===== config.mk =====
export PLATFORM = sky130hd
export DESIGN_NAME = i2c_mmio_bridge
export DESIGN_NICKNAME = d
export VERILOG_FILES = /design/src/rtl/i2c_mmio_bridge_pkg.sv /design/src/rtl/i2c_mmio_bridge_sync_fifo.sv /design/src/rtl/i2c_mmio_bridge.sv
export SDC_FILE = /design/constraint.sdc
export NUM_CORES = 1
export LEC_CHECK = 0
export CAP_MARGIN = 30
export CORE_MARGIN = 2
export CORE_UTILIZATION = 45
export DETAILED_ROUTE_END_ITERATION = 12
export HOLD_SLACK_MARGIN = 0.15
export PLACE_DENSITY = 0.76
export SLEW_MARGIN = 10
export SYNTH_ARGS = -nofsm -noshare
export SYNTH_HDL_FRONTEND = slang
export SYNTH_SLANG_ARGS = --single-unit

===== constraint.sdc =====
create_clock -name i_clk -period 2.3 [get_ports i_clk]
set_input_delay 0.345 -clock i_clk [delete_from_list [all_inputs] [get_ports i_clk]]
set_output_delay 0.345 -clock i_clk [all_outputs]
set_load 0.005 [all_outputs]

===== src/rtl/i2c_mmio_bridge_pkg.sv =====
// Shared definitions for the I2C MMIO bridge: register map, bit positions,
// FIFO entry layouts and the issue FSM encoding.
package i2c_bridge_pkg;

   localparam int CMD_W = 16;
   localparam int RSP_W = 10;

   // Word offsets, compared against bus_addr[3:2]
   localparam logic [1:0] REG_CTRL   = 2'd0;
   localparam logic [1:0] REG_STATUS = 2'd1;
   localparam logic [1:0] REG_CMD    = 2'd2;
   localparam logic [1:0] REG_RSP    = 2'd3;

   localparam int CTRL_EN     = 0;
   localparam int CTRL_IRQ_EN = 1;
   localparam int CTRL_FLUSH  = 2;

   localparam int STAT_DONE     = 5;
   localparam int STAT_ERR_NACK = 6;
   localparam int STAT_ERR_TO   = 7;
   localparam int STAT_ERR_OVF  = 8;

   typedef enum logic [1:0] {
      ST_IDLE   = 2'd0,
      ST_ISSUE  = 2'd1,
      ST_WAIT   = 2'd2,
      ST_RETIRE = 2'd3
   } state_t;

   typedef struct packed {
      logic       rw;
      logic [6:0] addr;
      logic [7:0] wdata;
   } cmd_t;

   // Laid out to match RSP register bits [9:0]
   typedef struct packed {
      logic       data_nack;
      logic       addr_nack;
      logic [7:0] rdata;
   } rsp_t;

endpackage


===== src/rtl/i2c_mmio_bridge_sync_fifo.sv =====
// Single-clock FIFO with synchronous clear, registered full/empty flags and
// show-ahead read data (pop_data is the current head whenever !empty).
module sync_fifo #(
   parameter int WIDTH = 8,
   parameter int DEPTH = 4
) (
   input  logic             i_clk,
   input  logic             reset,
   input  logic             clear,
   input  logic             push,
   input  logic [WIDTH-1:0] push_data,
   input  logic             pop,
   output logic [WIDTH-1:0] pop_data,
   output logic             full,
   output logic             empty
);

   localparam int AW = $clog2(DEPTH);

   logic [WIDTH-1:0] mem [DEPTH];
   logic [AW-1:0]    wr_ptr, rd_ptr;
   logic [AW:0]      count, count_next;
   logic             do_push, do_pop;

   // A push into a full FIFO is accepted only when the head leaves in the same cycle
   assign do_pop   = pop & ~empty;
   assign do_push  = push & (~full | do_pop);
   assign pop_data = mem[rd_ptr];

   always_comb begin
      // NOTE: default first so every path assigns count_next and no latch is inferred.
      count_next = count;
      if (do_push && !do_pop)
         count_next = count + (AW+1)'(1);
      else if (do_pop && !do_push)
         count_next = count - (AW+1)'(1);
   end

   always_ff @(posedge i_clk) begin
      if (reset || clear) begin
         wr_ptr <= '0;
         rd_ptr <= '0;
         count  <= '0;
         full   <= 1'b0;
         empty  <= 1'b1;
      end else begin
         if (do_push) wr_ptr <= wr_ptr + AW'(1);
         if (do_pop)  rd_ptr <= rd_ptr + AW'(1);
         count <= count_next;
         full  <= (count_next == (AW+1)'(DEPTH));
         empty <= (count_next == '0);
      end
   end

   // NOTE: storage is not reset; the pointers and count alone define valid contents.
   always_ff @(posedge i_clk) begin
      if (do_push) mem[wr_ptr] <= push_data;
   end

endmodule


===== src/rtl/i2c_mmio_bridge.sv =====
// MMIO front end for the I2C master: queues CPU commands, issues them one at a
// time over valid/ready, collects responses and status, and raises an IRQ.
module i2c_mmio_bridge
   import i2c_bridge_pkg::*;
#(
   parameter int CMD_DEPTH   = 4,
   parameter int RSP_DEPTH   = 4,
   parameter int TIMEOUT_CYC = 1024
) (
   input  logic        i_clk,
   input  logic        reset,
   input  logic        bus_sel,
   input  logic        bus_we,
   input  logic [3:0]  bus_addr,
   input  logic [31:0] bus_wdata,
   output logic [31:0] bus_rdata,
   output logic        bus_ready,
   output logic        cmd_valid,
   input  logic        cmd_ready,
   output logic        cmd_rw,
   output logic [6:0]  cmd_addr,
   output logic [7:0]  cmd_wdata,
   input  logic        rsp_valid,
   input  logic [7:0]  rsp_rdata,
   input  logic        rsp_addr_nack,
   input  logic        rsp_data_nack,
   output logic        irq
);

   localparam int CW = $clog2(TIMEOUT_CYC + 1);
   localparam logic [CW-1:0] TO_LIMIT = CW'(TIMEOUT_CYC);

   state_t        state;
   logic [CW-1:0] wait_cnt;
   rsp_t          rsp_q;
   logic          timed_out;
   logic          enable, irq_en;
   logic          done, err_nack, err_timeout, err_overflow;

   cmd_t cmd_in, cmd_head;
   rsp_t rsp_head;
   logic cmd_full, cmd_empty, rsp_full, rsp_empty;
   logic wr_ctrl, wr_status, wr_cmd, rd_rsp, flush;
   logic issue_go, retire, any_nack, rsp_push, rsp_pop, busy;
   logic unused_bits;

   assign wr_ctrl   = bus_sel &  bus_we & (bus_addr[3:2] == REG_CTRL);
   assign wr_status = bus_sel &  bus_we & (bus_addr[3:2] == REG_STATUS);
   assign wr_cmd    = bus_sel &  bus_we & (bus_addr[3:2] == REG_CMD);
   assign rd_rsp    = bus_sel & ~bus_we & (bus_addr[3:2] == REG_RSP);
   assign flush     = wr_ctrl & bus_wdata[CTRL_FLUSH];
   assign cmd_in    = {bus_wdata[16], bus_wdata[14:8], bus_wdata[7:0]};

   // Reads are held back while the response FIFO has no room for their result
   assign issue_go = (state == ST_IDLE) & enable & ~cmd_empty & (~cmd_head.rw | ~rsp_full);
   assign retire   = (state == ST_RETIRE);
   assign any_nack = rsp_q.addr_nack | rsp_q.data_nack;
   assign rsp_push = retire & (cmd_rw | any_nack);
   assign rsp_pop  = rd_rsp & ~rsp_empty;
   assign busy     = (state != ST_IDLE);
   assign irq      = irq_en & (done | err_nack | err_timeout);

   assign unused_bits = ^{bus_addr[1:0], bus_wdata[31:17], bus_wdata[15]};

   sync_fifo #(.WIDTH(CMD_W), .DEPTH(CMD_DEPTH)) u_cmd_fifo (
      .i_clk     (i_clk),
      .reset     (reset),
      .clear     (flush),
      .push      (wr_cmd),
      .push_data (cmd_in),
      .pop       (issue_go),
      .pop_data  (cmd_head),
      .full      (cmd_full),
      .empty     (cmd_empty)
   );

   sync_fifo #(.WIDTH(RSP_W), .DEPTH(RSP_DEPTH)) u_rsp_fifo (
      .i_clk     (i_clk),
      .reset     (reset),
      .clear     (flush),
      .push      (rsp_push),
      .push_data (rsp_q),
      .pop       (rsp_pop),
      .pop_data  (rsp_head),
      .full      (rsp_full),
      .empty     (rsp_empty)
   );

   always_ff @(posedge i_clk) begin
      if (reset) begin
         state     <= ST_IDLE;
         cmd_valid <= 1'b0;
         cmd_rw    <= 1'b0;
         cmd_addr  <= '0;
         cmd_wdata <= '0;
         wait_cnt  <= '0;
         rsp_q     <= '0;
         timed_out <= 1'b0;
      end else begin
         unique case (state)
            ST_IDLE: if (issue_go) begin
               state     <= ST_ISSUE;
               cmd_valid <= 1'b1;
               cmd_rw    <= cmd_head.rw;
               cmd_addr  <= cmd_head.addr;
               cmd_wdata <= cmd_head.wdata;
            end
            ST_ISSUE: if (cmd_ready) begin
               state     <= ST_WAIT;
               cmd_valid <= 1'b0;
               wait_cnt  <= '0;
            end
            ST_WAIT: if (rsp_valid) begin
               state     <= ST_RETIRE;
               rsp_q     <= {rsp_data_nack, rsp_addr_nack, rsp_rdata};
               timed_out <= 1'b0;
            end else if (wait_cnt == TO_LIMIT) begin
               state     <= ST_RETIRE;
               rsp_q     <= '0;
               timed_out <= 1'b1;
            end else begin
               wait_cnt <= wait_cnt + CW'(1);
            end
            ST_RETIRE: state <= ST_IDLE;
            default:   state <= ST_IDLE;
         endcase
      end
   end

   // Sticky flags: a hardware set in the same cycle as a W1C wins
   always_ff @(posedge i_clk) begin
      if (reset) begin
         bus_ready    <= 1'b0;
         bus_rdata    <= '0;
         enable       <= 1'b0;
         irq_en       <= 1'b0;
         done         <= 1'b0;
         err_nack     <= 1'b0;
         err_timeout  <= 1'b0;
         err_overflow <= 1'b0;
      end else begin
         bus_ready <= bus_sel;
         if (wr_ctrl) begin
            enable <= bus_wdata[CTRL_EN];
            irq_en <= bus_wdata[CTRL_IRQ_EN];
         end
         done         <= retire | (done & ~(wr_status & bus_wdata[STAT_DONE]));
         err_nack     <= (retire & any_nack) | (err_nack & ~(wr_status & bus_wdata[STAT_ERR_NACK]));
         err_timeout  <= (retire & timed_out) | (err_timeout & ~(wr_status & bus_wdata[STAT_ERR_TO]));
         err_overflow <= (wr_cmd & cmd_full & ~issue_go) |
                         (err_overflow & ~(wr_status & bus_wdata[STAT_ERR_OVF]));

         bus_rdata <= '0;
         if (bus_sel && !bus_we) begin
            unique case (bus_addr[3:2])
               REG_CTRL:   bus_rdata <= {30'b0, irq_en, enable};
               REG_STATUS: bus_rdata <= {23'b0, err_overflow, err_timeout, err_nack, done,
                                         rsp_full, rsp_empty, cmd_empty, cmd_full, busy};
               REG_RSP:    if (!rsp_empty) bus_rdata <= {1'b1, 21'b0, rsp_head};
               default:    bus_rdata <= '0;
            endcase
         end
      end
   end

endmodule


---- After elaboration in Yosys (flattened, before gate mapping) ----
Memories as Yosys holds them, arrays and structs flattened. A register that Yosys moved wholly into a read port is not among the register bits.
Index checks and enable logic that the tools add are counted.
W data, S select, Z words.
word-level totals
  bits in registers ....................... 98
  memory bits (writable) .................. 104
  input port bits ......................... 52
  output and inout port bits .............. 51
  word-level logic and storage cells ...... 160
  memories ................................ 2
operators by class
  add/sub/neg operators ................... 9
  eq/ne operators ......................... 14
  muxes and demuxes ....................... 30
  bitwise gates (word level) .............. 52
  reductions and logical operators ........ 25
memories
  memory          words  bits a word  rd ports  clocked after Yosys merged registers in  write ports  line                             RTL
  u_cmd_fifo.mem  4      16           1         1                                        1            i2c_mmio_bridge_sync_fifo.sv:20  logic [WIDTH-1:0] mem [DEPTH];
  u_rsp_fifo.mem  4      10           1         1                                        1            i2c_mmio_bridge_sync_fifo.sv:20
operator list
  operator                 number
  $pmux W32 S3             1
  $mux W11                 3
  $mux W32                 1
  $and A1 B1 Y1            29
  $pmux W11 S2             1
  $mux W10                 2
  $mux W2                  8
  $mux W3                  4
  $not A1 Y1               12
  $add A11 B1 Y11 const B  1
  $eq A11 B11 Y1 const B   1
  $or A1 B1 Y1             11
  $add A2 B1 Y2 const B    4
  $eq A2 B2 Y1 const B     4
  $mux W1                  8
  $ne A2 B2 Y1 const B     4
  $pmux W2 S4              1
  $reduce_bool A2 Y1       4
  $add A3 B1 Y3 const B    2
  $eq A3 B3 Y1 const B     2
  $logic_not A3 Y1         2
  $reduce_and A3 Y1        2
  $sub A3 B1 Y3 const B    2
  $logic_and A1 B1 Y1      5
  other kinds (9)          16

---- Logic depth before layout (Yosys ltp) ----
Gate-level depths: netlist (run 1).
  word-level depth ........................ 12
  gate-level depth with buffers ........... 8
  depth with buffers taken out ............ 7

---- Cells and area by module ----
From an unflattened synthesis (run 1), not the netlist that was laid out.
second synthesis, totals
  cells, all modules ...................... 554
  area total of the unflattened synthesis .. 7,642.3 µm²
modules (own cells, without submodules)
  module                  instances  cells each  area each (µm²)  sequential area each (µm²)
  sync_fifo (u_cmd_fifo)  1          143         2,887.8          2,142.1
  i2c_mmio_bridge         1          296         2,701.3          1,181.1
  sync_fifo (u_rsp_fifo)  1          115         2,053.2          1,421.4

---- Least setup slack after synthesis (run 1) ----
No wires, ideal clock.
  path kind ............................... flip-flop to flip-flop
  from .................................... reg with a tool-made name
  to ...................................... mem u_cmd_fifo.mem[0][0] in the netlist's numbering (enable)
  library setup time ...................... 0.374 ns
  arrival time ............................ 1.959 ns
  required time ........................... 1.926 ns
  path slack .............................. -0.033 ns
  cell stages (with the launch flop) ...... 6
  buffers on the path ..................... 1
  period minus slack after synthesis ...... 2.333 ns
  path through ............................ dfxtp_1 -> buf_6 -> mux4_2 -> a21o_1 -> a21oi_2 -> and2_1
RTL lines
  what              line
  end: declaration  i2c_mmio_bridge_sync_fifo.sv:20

---- Final worst setup path (run 1) ----
  from .................................... reg wait_cnt[0]
  to ...................................... reg rsp_q[4] in the netlist's numbering
between the ends
  word-level cells in the longest chain between the ends .. 3
RTL lines
  what                                 line                    RTL
  start: declaration                   i2c_mmio_bridge.sv:34   logic [CW-1:0] wait_cnt;
  start signal: assignment             i2c_mmio_bridge.sv:122  wait_cnt <= wait_cnt + CW'(1);
  $eq A11 B11 Y1                       i2c_mmio_bridge.sv:117  end else if (wait_cnt == TO_LIMIT) begin
  $reduce_bool A2 Y1 (no source line)  n/a
  $reduce_and A2 Y1 (no source line)   n/a
  end signal: assignment               i2c_mmio_bridge.sv:115  rsp_q <= {rsp_data_nack, rsp_addr_nack, rsp_rdata};
  end: declaration                     i2c_mmio_bridge.sv:35   rsp_t rsp_q;
Every way passes these cells.
A chain may end at the register's enable or synchronous reset.

==> results of run 1 <==
## state kept, by name, summed over array words and instances (netlist names), 7 cells and up, named ones only
name,cells
wait_cnt,11
bus_rdata,11
u_rsp_fifo.mem,40
cmd_wdata,8
cmd_addr,7
u_cmd_fifo.mem,64
rsp_q,10
## critical path, cell delays in order, from the launching register on
cell,delay [ns]
dfxtp_1,0.35
inv_1,0.08
ha_1,0.20
nor4b_2,0.18
and4_1,0.23
nor2_1,0.67
a22oi_1,0.18
nor2_1,0.13
## worst max path at each step
stage | start | endpoint | slack [ns]
6_report | wait_cnt[0]$_SDFFE_PP0P_ | rsp_q[4]$_SDFFE_PP0P_ | 0.20
5_1_grt | wait_cnt[0]$_SDFFE_PP0P_ | rsp_q[4]$_SDFFE_PP0P_ | 0.02
3_3_place_gp | bus_addr[2] | u_rsp_fifo.empty$_SDFF_PP1_ | 0.03
4_1_cts | state[0]$_SDFFE_PP0P_ | u_rsp_fifo.full$_SDFF_PP0_ | 0.14
2_1_floorplan | flop | u_cmd_fifo.mem[0][0]$_DFFE_PP_ | 0.15
3_5_place_dp | bus_addr[2] | u_rsp_fifo.empty$_SDFF_PP1_ | -0.13
## routing by layer
metal  part of all wire [%]  vias to the layer above  track usage [%]  wire [um]
met1                     41                     2394            22.11       6588
met5                      0                        -                0          0
li1                       -                     2268                -          -
met3                    4.9                       21            4.271        787
met2                     52                      148            32.48       8260
met4                    1.8                        0            7.092        289
## cell families (layout without fill, tap and decap cells)
| family | count (synthesis) | after routing |
|---|---|---|
| buffers and inverters | 63 | 149 |
| muxes | 35 | 35 |
| DFF | 185 | 185 |
| other | 1 | 21 |
| AOI/OAI and AO/OA | 98 | 98 |
| xor gates and xnor gates | 12 | 12 |
| adders and majority gates | 19 | 19 |
| and+or+nand+nor | 162 | 162 |
## stage by stage
stage               setup TNS (ns)  power (mW)  setup slack, ns  utilization [%]
CTS                              0       7.044           0.1385            56.12
global placement                 0       4.096          0.02825            52.52
floorplan                        0       3.939           0.1452                -
global route                     0       7.233          0.02437            56.19
finish                           0       7.003           0.2003            56.19
detailed placement         -0.6288       4.126          -0.1327            52.52
## cell type report
cell class | count | share of cell area [%]
clock buffers | 20 | 4.811
clock inverters | 12 | 1.604
inverters | 18 | 0.7277
multi-input cells | 347 | 28.02
flip-flops and latches | 185 | 51.10
well taps | 220 | 2.965
repair buffers | 99 | 10.78
## cells in the final DEF (no fill, tap or decap), types with 3 or more instances in the layout
| cell | synthesis | final |
|---|---|---|
| a211oi_2 | 2 | 3 |
| a21o_1 | 5 | 5 |
| a21oi_1 | 39 | 39 |
| a22oi_1 | 14 | 14 |
| and2_1 | 12 | 8 |
| and2_2 | 0 | 4 |
| and3_1 | 3 | 3 |
| and4b_1 | 3 | 3 |
| buf_12 | 0 | 8 |
| buf_4 | 22 | 28 |
| bufinv_16 | 0 | 3 |
| clkbuf_16 | 0 | 17 |
| clkdlybuf4s50_1 | 0 | 63 |
| clkinv_2 | 0 | 5 |
| conb_1 | 1 | 21 |
| dfxtp_1 | 81 | 81 |
| edfxtp_1 | 104 | 104 |
| ha_1 | 19 | 19 |
| inv_1 | 18 | 18 |
| mux2i_1 | 7 | 7 |
| mux4_1 | 4 | 4 |
| mux4_2 | 22 | 22 |
| nand2_1 | 49 | 49 |
| nand4_1 | 4 | 4 |
| nor2_1 | 54 | 54 |
| nor2b_1 | 11 | 11 |
| nor3_1 | 6 | 6 |
| o2111ai_1 | 3 | 3 |
| o21ai_0 | 11 | 11 |
| or3_1 | 4 | 4 |
| xnor2_1 | 5 | 5 |
| xor2_1 | 7 | 7 |
## repair_timing
item	4_1_cts	5_1_grt
hold buffers	0	0
endpoints found under the setup margin	0	4
gates resized for setup	0	2
## where the power goes
| group | leakage (nW) | internal [mW] | switching [mW] |
|---|---|---|---|
| Sequential | 1.60 | 3.52 | 0.0426 |
| Combinational | 1.31 | 0.233 | 0.260 |
| Clock | 0.294 | 1.74 | 1.21 |
==> results by group, run 1 <==
Synthesis
  – Post-synth cell types: 63
  – Post-Synth Simple-Gate Area: around a tenth
  – Synth Cell Area: around 7600 um2
  – Most common cell in the netlist: edfxtp_1
  – Yosys top cell area share: 41.17%
  – Post-Synth Adder-Cell Area: 3.134%
  – Yosys warnings: 0
  – Commonest cells post-synth: 104 x edfxtp_1, 81 x dfxtp_1, 54 x nor2_1
  – Avg Cell Area, Syn: 13.19 um2
  – Largest family of logic cells by synthesized area: simple AND/OR/NAND/NOR gates
  – Async set-reset flop share out of synthesis: 0%
  – Area leader, netlist: edfxtp_1
  – Synth top area cells: edfxtp_1 41%, dfxtp_1 21%, mux4_2 6.5%
  – Post-synthesis mux area share: ~9.1%
  – Post-synthesis cell count: 575
  – Post-synthesis sequential area ratio: between 60% and 70%
  – Most used flip-flop cell after synthesis: edfxtp_1
  – #FFs+latches synth: 185
  – Compound-Gate Fraction of Synth Area: a little under a tenth
  – Number of enable flip-flop cells after synthesis: 104
  – Xor and xnor area share after synthesis: 1.385%

Timing
  – Clk_skew: about 0.0067 ns
  – RSZ-0062 raised after global routing: no
  – Crit path time final: 2.100 ns
  – Slew headroom: 42.03%
  – Final hold violation count: 0
  – Final worst-path cycle share: about nine tenths
  – Worst-margin pin slew: 0.8664 ns
  – Peak Freq: 476.3 MHz
  – Setup-failing EPs final: 0
  – Worst hold slack: around 0.45 ns
  – Fin. max-slew vios: 0

Power
  – Cell area power density: 754.2 nW/um2
  – Lkg Pwr: about 3.2 nW
  – Max VDD drop: 582.7 uV

Routing
  – DRT iter0 DRCs: 309
  – Pre-Repair DR Iteration Count: 4
  – Final WL: approximately 16 mm
  – Antenna Nets Post-Route: 0
  – Via count: 4,831
  – DRC Markers: 0
  – Avg WL per Cell: ~18 um
  – Vias per inst: between 5 and 6

Final layout
  – Area Growth Syn to Fin: 22.40%
  – Area of the multi-input gates: between 2000 and 3000 um2
  – Fin nets: between 700 and 800
  – Layout fillers: 1,277
  – Diode count: 0
  – Cell area after layout: 9285 um2
  – Share of cells above drive strength 1: between 15 and 20%
  – Register Area: 4745 um2
  – Post-Layout Cell Count: 901

Setup path
  – Crit path capture type: flop
  – R2R Path Start: wait_cnt[0]$_SDFFE_PP0P_
  – Worst endpoint data arrival time: 2.46 ns
  – Worst-path maximum fanout: 10
  – CP Launch Type: flop
  – FF-to-FF path depth: 7
  – Worst EP required: 2.66 ns
  – Kind of critical path: flop to flop
  – FF-to-FF End: rsp_q[4]$_SDFFE_PP0P_
  – Setup slack, reg-to-reg: 0.20 ns

GRT
  – GRT Total Usage: a little under a fifth
  – Initial antenna violation count: 0
  – Largest net degree at the start of global routing: 23
  – Vias in the first global route: 4,945
  – Grt total ovfl: 0
  – First-pass GRT wire length: 25.39 mm

Place
  – Dpl cells: 869
  – Final Wtd Congestion: 0.8275
  – DP Area: 8678 um2
  – Placed wire-length estimate: between 10 and 15 mm
  – Port Buf Inserts: 63

Run status
  – Status: complete, no violations

Job
  – Max_cap viols: 0

CTS
  – Clk root buf: clkbuf_16
  – CTS tree: built
  – Total CTS buffers: 17
  – CTS sink cnt: 185
  – Worst-path clk slew: 0.06 ns
  – CTS max path bufs: 2
  – Post-CTS setup buffer count: 0
  – H-Tree Depth: 4
  – Worst-Skew Late Latency: approximately 0.42 ns

Floorplan
  – Ports: 103
  – Starting Density: 45.91%
  – CORE AREA: 16,520 um2
  – Die area: 17,910 um2
  – # rows: 47
  – Die Y: roughly 130 um
  – Width of the die: 133.8 um

Min path
  – Worst Hold Endpoint: cmd_wdata[4]$_SDFFE_PP0P_
  – Min-Delay Path Depth: 2
  – HP Start: cmd_wdata[4]$_SDFFE_PP0P_
  – HP Class: flop to flop
Power figures use the tool's default switching activity.
==> run 2: changes to the inputs <==
Settings changed: CORE_UTILIZATION 45 to 49, PLACE_DENSITY 0.76 to 0.81.
==> run 2 against run 1 <==
Against the previous run:
- cell count is 3.8% lower
- die area fell by 7.9%
- count of clock-buffer cells in the layout is 2 higher
- register-to-register slack lost 0.08 ns
- clock skew rose by 0.0016 ns
- clock power is 3% higher
- maximum frequency is 3.6% lower
- critical path type unchanged
- critical endpoint is now state[1]$_SDFFE_PP0P_
- largest cell class unchanged
- largest power group unchanged
==> results by group, run 2 (synthesis gave the netlist of run 1 again) <==
Place
  – Placed wire-length estimate: 10.69 mm (-2.2%)
  – Port Buf Inserts: 63 (unchanged)
  – Final Wtd Congestion: 0.8117 (-1.9%)

Routing
  – Via count: 4,840 (+0.19%)
  – DRT iter0 DRCs: 284 (-8.1%)
  – Avg WL per Cell: 18.28 um (+3.4%)
  – Vias per inst: 5.582 (+4.1%)
  – Antenna Nets Post-Route: 0 (unchanged)
  – Final WL: 15.85 mm (-0.48%)
  – DRC Markers: 0 (unchanged)
  – Pre-Repair DR Iteration Count: 5 (+1)

Floorplan
  – Width of the die: 128.4 um (-4.0%)
  – CORE AREA: 15,150 um2 (-8.3%)
  – Die area: 16,490 um2 (-7.9%)
  – Starting Density: 50.09% (+4.2 points)
  – Ports: 103 (unchanged)
  – Die Y: 128.4 um (-4.0%)
  – # rows: 45 (-4.3%)

Final layout
  – Commonest non-fill, non-tap cell in the layout: edfxtp_1
  – Fin nets: 737 (-0.27%)
  – Share of cells above drive strength 1: 15.17% (-0.40 points)
  – Largest register by flop count: u_cmd_fifo.mem
  – Diode count: 0 (unchanged)
  – Layout fillers: 1,092 (-14%)
  – Regs by FF count: u_cmd_fifo.mem (64), u_rsp_fifo.mem (40)
  – Max reg flops: 64 (unchanged)
  – Most frequent cells in the layout: 104 x edfxtp_1, 81 x dfxtp_1, 63 x clkdlybuf4s50_1
  – Area Growth Syn to Fin: 22.13%

Setup path
  – Crit path max-delay family: multiplexers
  – Slowest-stage cell, CP: mux4_2
  – Worst endpoint data arrival time: 2.50 ns (+0.04 ns)
  – Worst EP required: 2.62 ns (-0.04 ns)
  – Worst Setup EP: state[1]$_SDFFE_PP0P_
  – CP Launch Type: flop
  – Setup slack, reg-to-reg: 0.12 ns (-0.08 ns)
  – FF-to-FF End: state[1]$_SDFFE_PP0P_
  – Cell depth of the worst setup path: 6 (-1)
  – Worst-path maximum fanout: 18 (+8)
  – Crit path buf inv count: 1 (unchanged)
  – Crit path capture type: flop
  – FF-to-FF path depth: 6 (-1)
  – Kind of critical path: flop to flop
  – CP max stage delay: 0.56 ns (-0.11 ns)
  – Crit path cell chain: mux4_2, a21o_2, buf_4, a211oi_4, mux2i_1, nor2_1

Power
  – Sequential power share: 50.3% (-0.6 points)
  – Net Switching: 1.523 mW (+0.80%)
  – Cell Int Power: 5.570 mW (+1.4%)
  – Sw Share: 21.47% (-0.10 points)
  – Clock power frac: 42.5% (+0.5 points)
  – Power, Total: 7.092 mW (+1.3%)
  – Max VDD drop: 572.5 uV (-1.7%)
  – Lkg Pwr: 3.190 nW (-0.33%)
  – Cell area power density: 765.5 nW/um2 (+1.5%)
  – Comb power frac: 7.1% (about the same)

Run status
  – Status: complete, no violations

Timing
  – Peak Freq: 458.9 MHz (-3.6%)
  – Fin. max-slew vios: 0 (unchanged)
  – Worst-margin pin slew: 0.9096 ns (+0.04316 ns)
  – Crit path time final: 2.179 ns (+0.07936 ns)
  – Final hold violation count: 0 (unchanged)
  – RSZ-0062 raised after global routing: no
  – Final worst-path cycle share: 94.74% (+3.5 points)
  – Slew headroom: 39.14% (-2.9 points)
  – Sum Neg Setup Slack: 0 ns (unchanged)
  – Clk_skew: 0.008320 ns (+0.001596 ns)
  – Setup-failing EPs final: 0 (unchanged)

CTS
  – Worst-path clk slew: 0.07 ns (about the same)
  – CTS max path bufs: 2 (unchanged)
  – CTS tree: built
  – Worst-Skew Late Latency: 0.43 ns (about the same)
  – Clk root buf: clkbuf_16
  – H-Tree Depth: 4 (unchanged)
  – Total CTS buffers: 17 (unchanged)
  – Hold_buf cts: 0 (unchanged)
  – CTS sink cnt: 185 (unchanged)

GRT
  – First-pass GRT wire length: 25.30 mm (-0.33%)
  – Grt total ovfl: 0 (unchanged)
  – Initial antenna violation count: 0 (unchanged)
  – GRT Total Usage: 20.41% (+1.9 points)
  – Largest net degree at the start of global routing: 24 (+4.3%)
  – Vias in the first global route: 4,954 (+0.18%)

Min path
  – HP Class: flop to flop
  – Min-Delay Path Depth: 2 (unchanged)

Job
  – Max_cap viols: 0 (unchanged)
run 2: cell count changes in the layout (fill, tap and decap cells not counted), sizes merged:
| cell | change |
|---|---|
| buf | -2 |
| clkbuf | +2 |
| clkinv | -5 |
| clkinvlp | +2 |
| inv | +1 |
run 2: stage by stage:
step           instances  instance area [um2]  hold WS (ns)  util (%)  worst slack, ns
2_1_floorplan        595                 7666        0.4439         -           0.1452
3_3_place_gp         835                 8636        0.4433     57.02          0.06248
3_5_place_dp         835                 8636        0.4517     57.02          0.04415
4_1_cts              867                 9250        0.4630     61.07          0.07571
5_1_grt              867                 9265        0.4864     61.17          0.01025
6_report             867                 9265        0.4587     61.17           0.1210
run 2: layout make-up:
cell class	instances	area, um2	area share, %
clock buffers	22	475.5	5.132
clock inverters	10	138.9	1.499
inverters	18	67.56	0.7292
multi-input cells	347	2605	28.12
flip-flops and latches	185	4745	51.21
well taps	188	235.2	2.539
repair buffers	97	998.5	10.78
run 2: worst min path at each step:
stage / start / to / slack [ns]
floorplan: bus_wdata[0] / u_cmd_fifo.mem[0][0]$_DFFE_PP_ / 0.44
global placement: cmd_wdata[3]$_SDFFE_PP0P_ / cmd_wdata[3]$_SDFFE_PP0P_ / 0.44
detailed placement: cmd_wdata[4]$_SDFFE_PP0P_ / cmd_wdata[4]$_SDFFE_PP0P_ / 0.45
CTS: cmd_wdata[5]$_SDFFE_PP0P_ / cmd_wdata[5]$_SDFFE_PP0P_ / 0.46
global route: cmd_wdata[1]$_SDFFE_PP0P_ / cmd_wdata[1]$_SDFFE_PP0P_ / 0.49
finish: cmd_wdata[1]$_SDFFE_PP0P_ / cmd_wdata[1]$_SDFFE_PP0P_ / 0.46
run 2: layer usage:
| metal | global-route usage [%] | vias up | part of all wire (%) |
|---|---|---|---|
| li1 | - | 2263 | - |
| met1 | 25.40 | 2381 | 42 |
| met2 | 34.57 | 172 | 51 |
| met3 | 5.239 | 24 | 5.3 |
| met4 | 7.628 | 0 | 2.0 |
| met5 | 0 | - | 0 |
run 2: what timing repair did:
item	CTS	global route
setup buffers	0	0
resized for setup	0	3
setup endpoints to repair	0	1
run 2: power groups by stage:
stage / registers (mW) / logic, mW / clock network (mW)
floorplan: 3.63 / 0.314 / 0
global placement: 3.64 / 0.469 / 0
detailed placement: 3.64 / 0.489 / 0
CTS: 3.57 / 0.494 / 3.05
global route: 3.57 / 0.556 / 3.20
finish: 3.57 / 0.506 / 3.02
run 2: tightest hold or removal path: stages, from the launching register on:
cell and delay [ns]:
dfxtp_1 0.31, nand2_1 0.05, a21oi_1 0.05
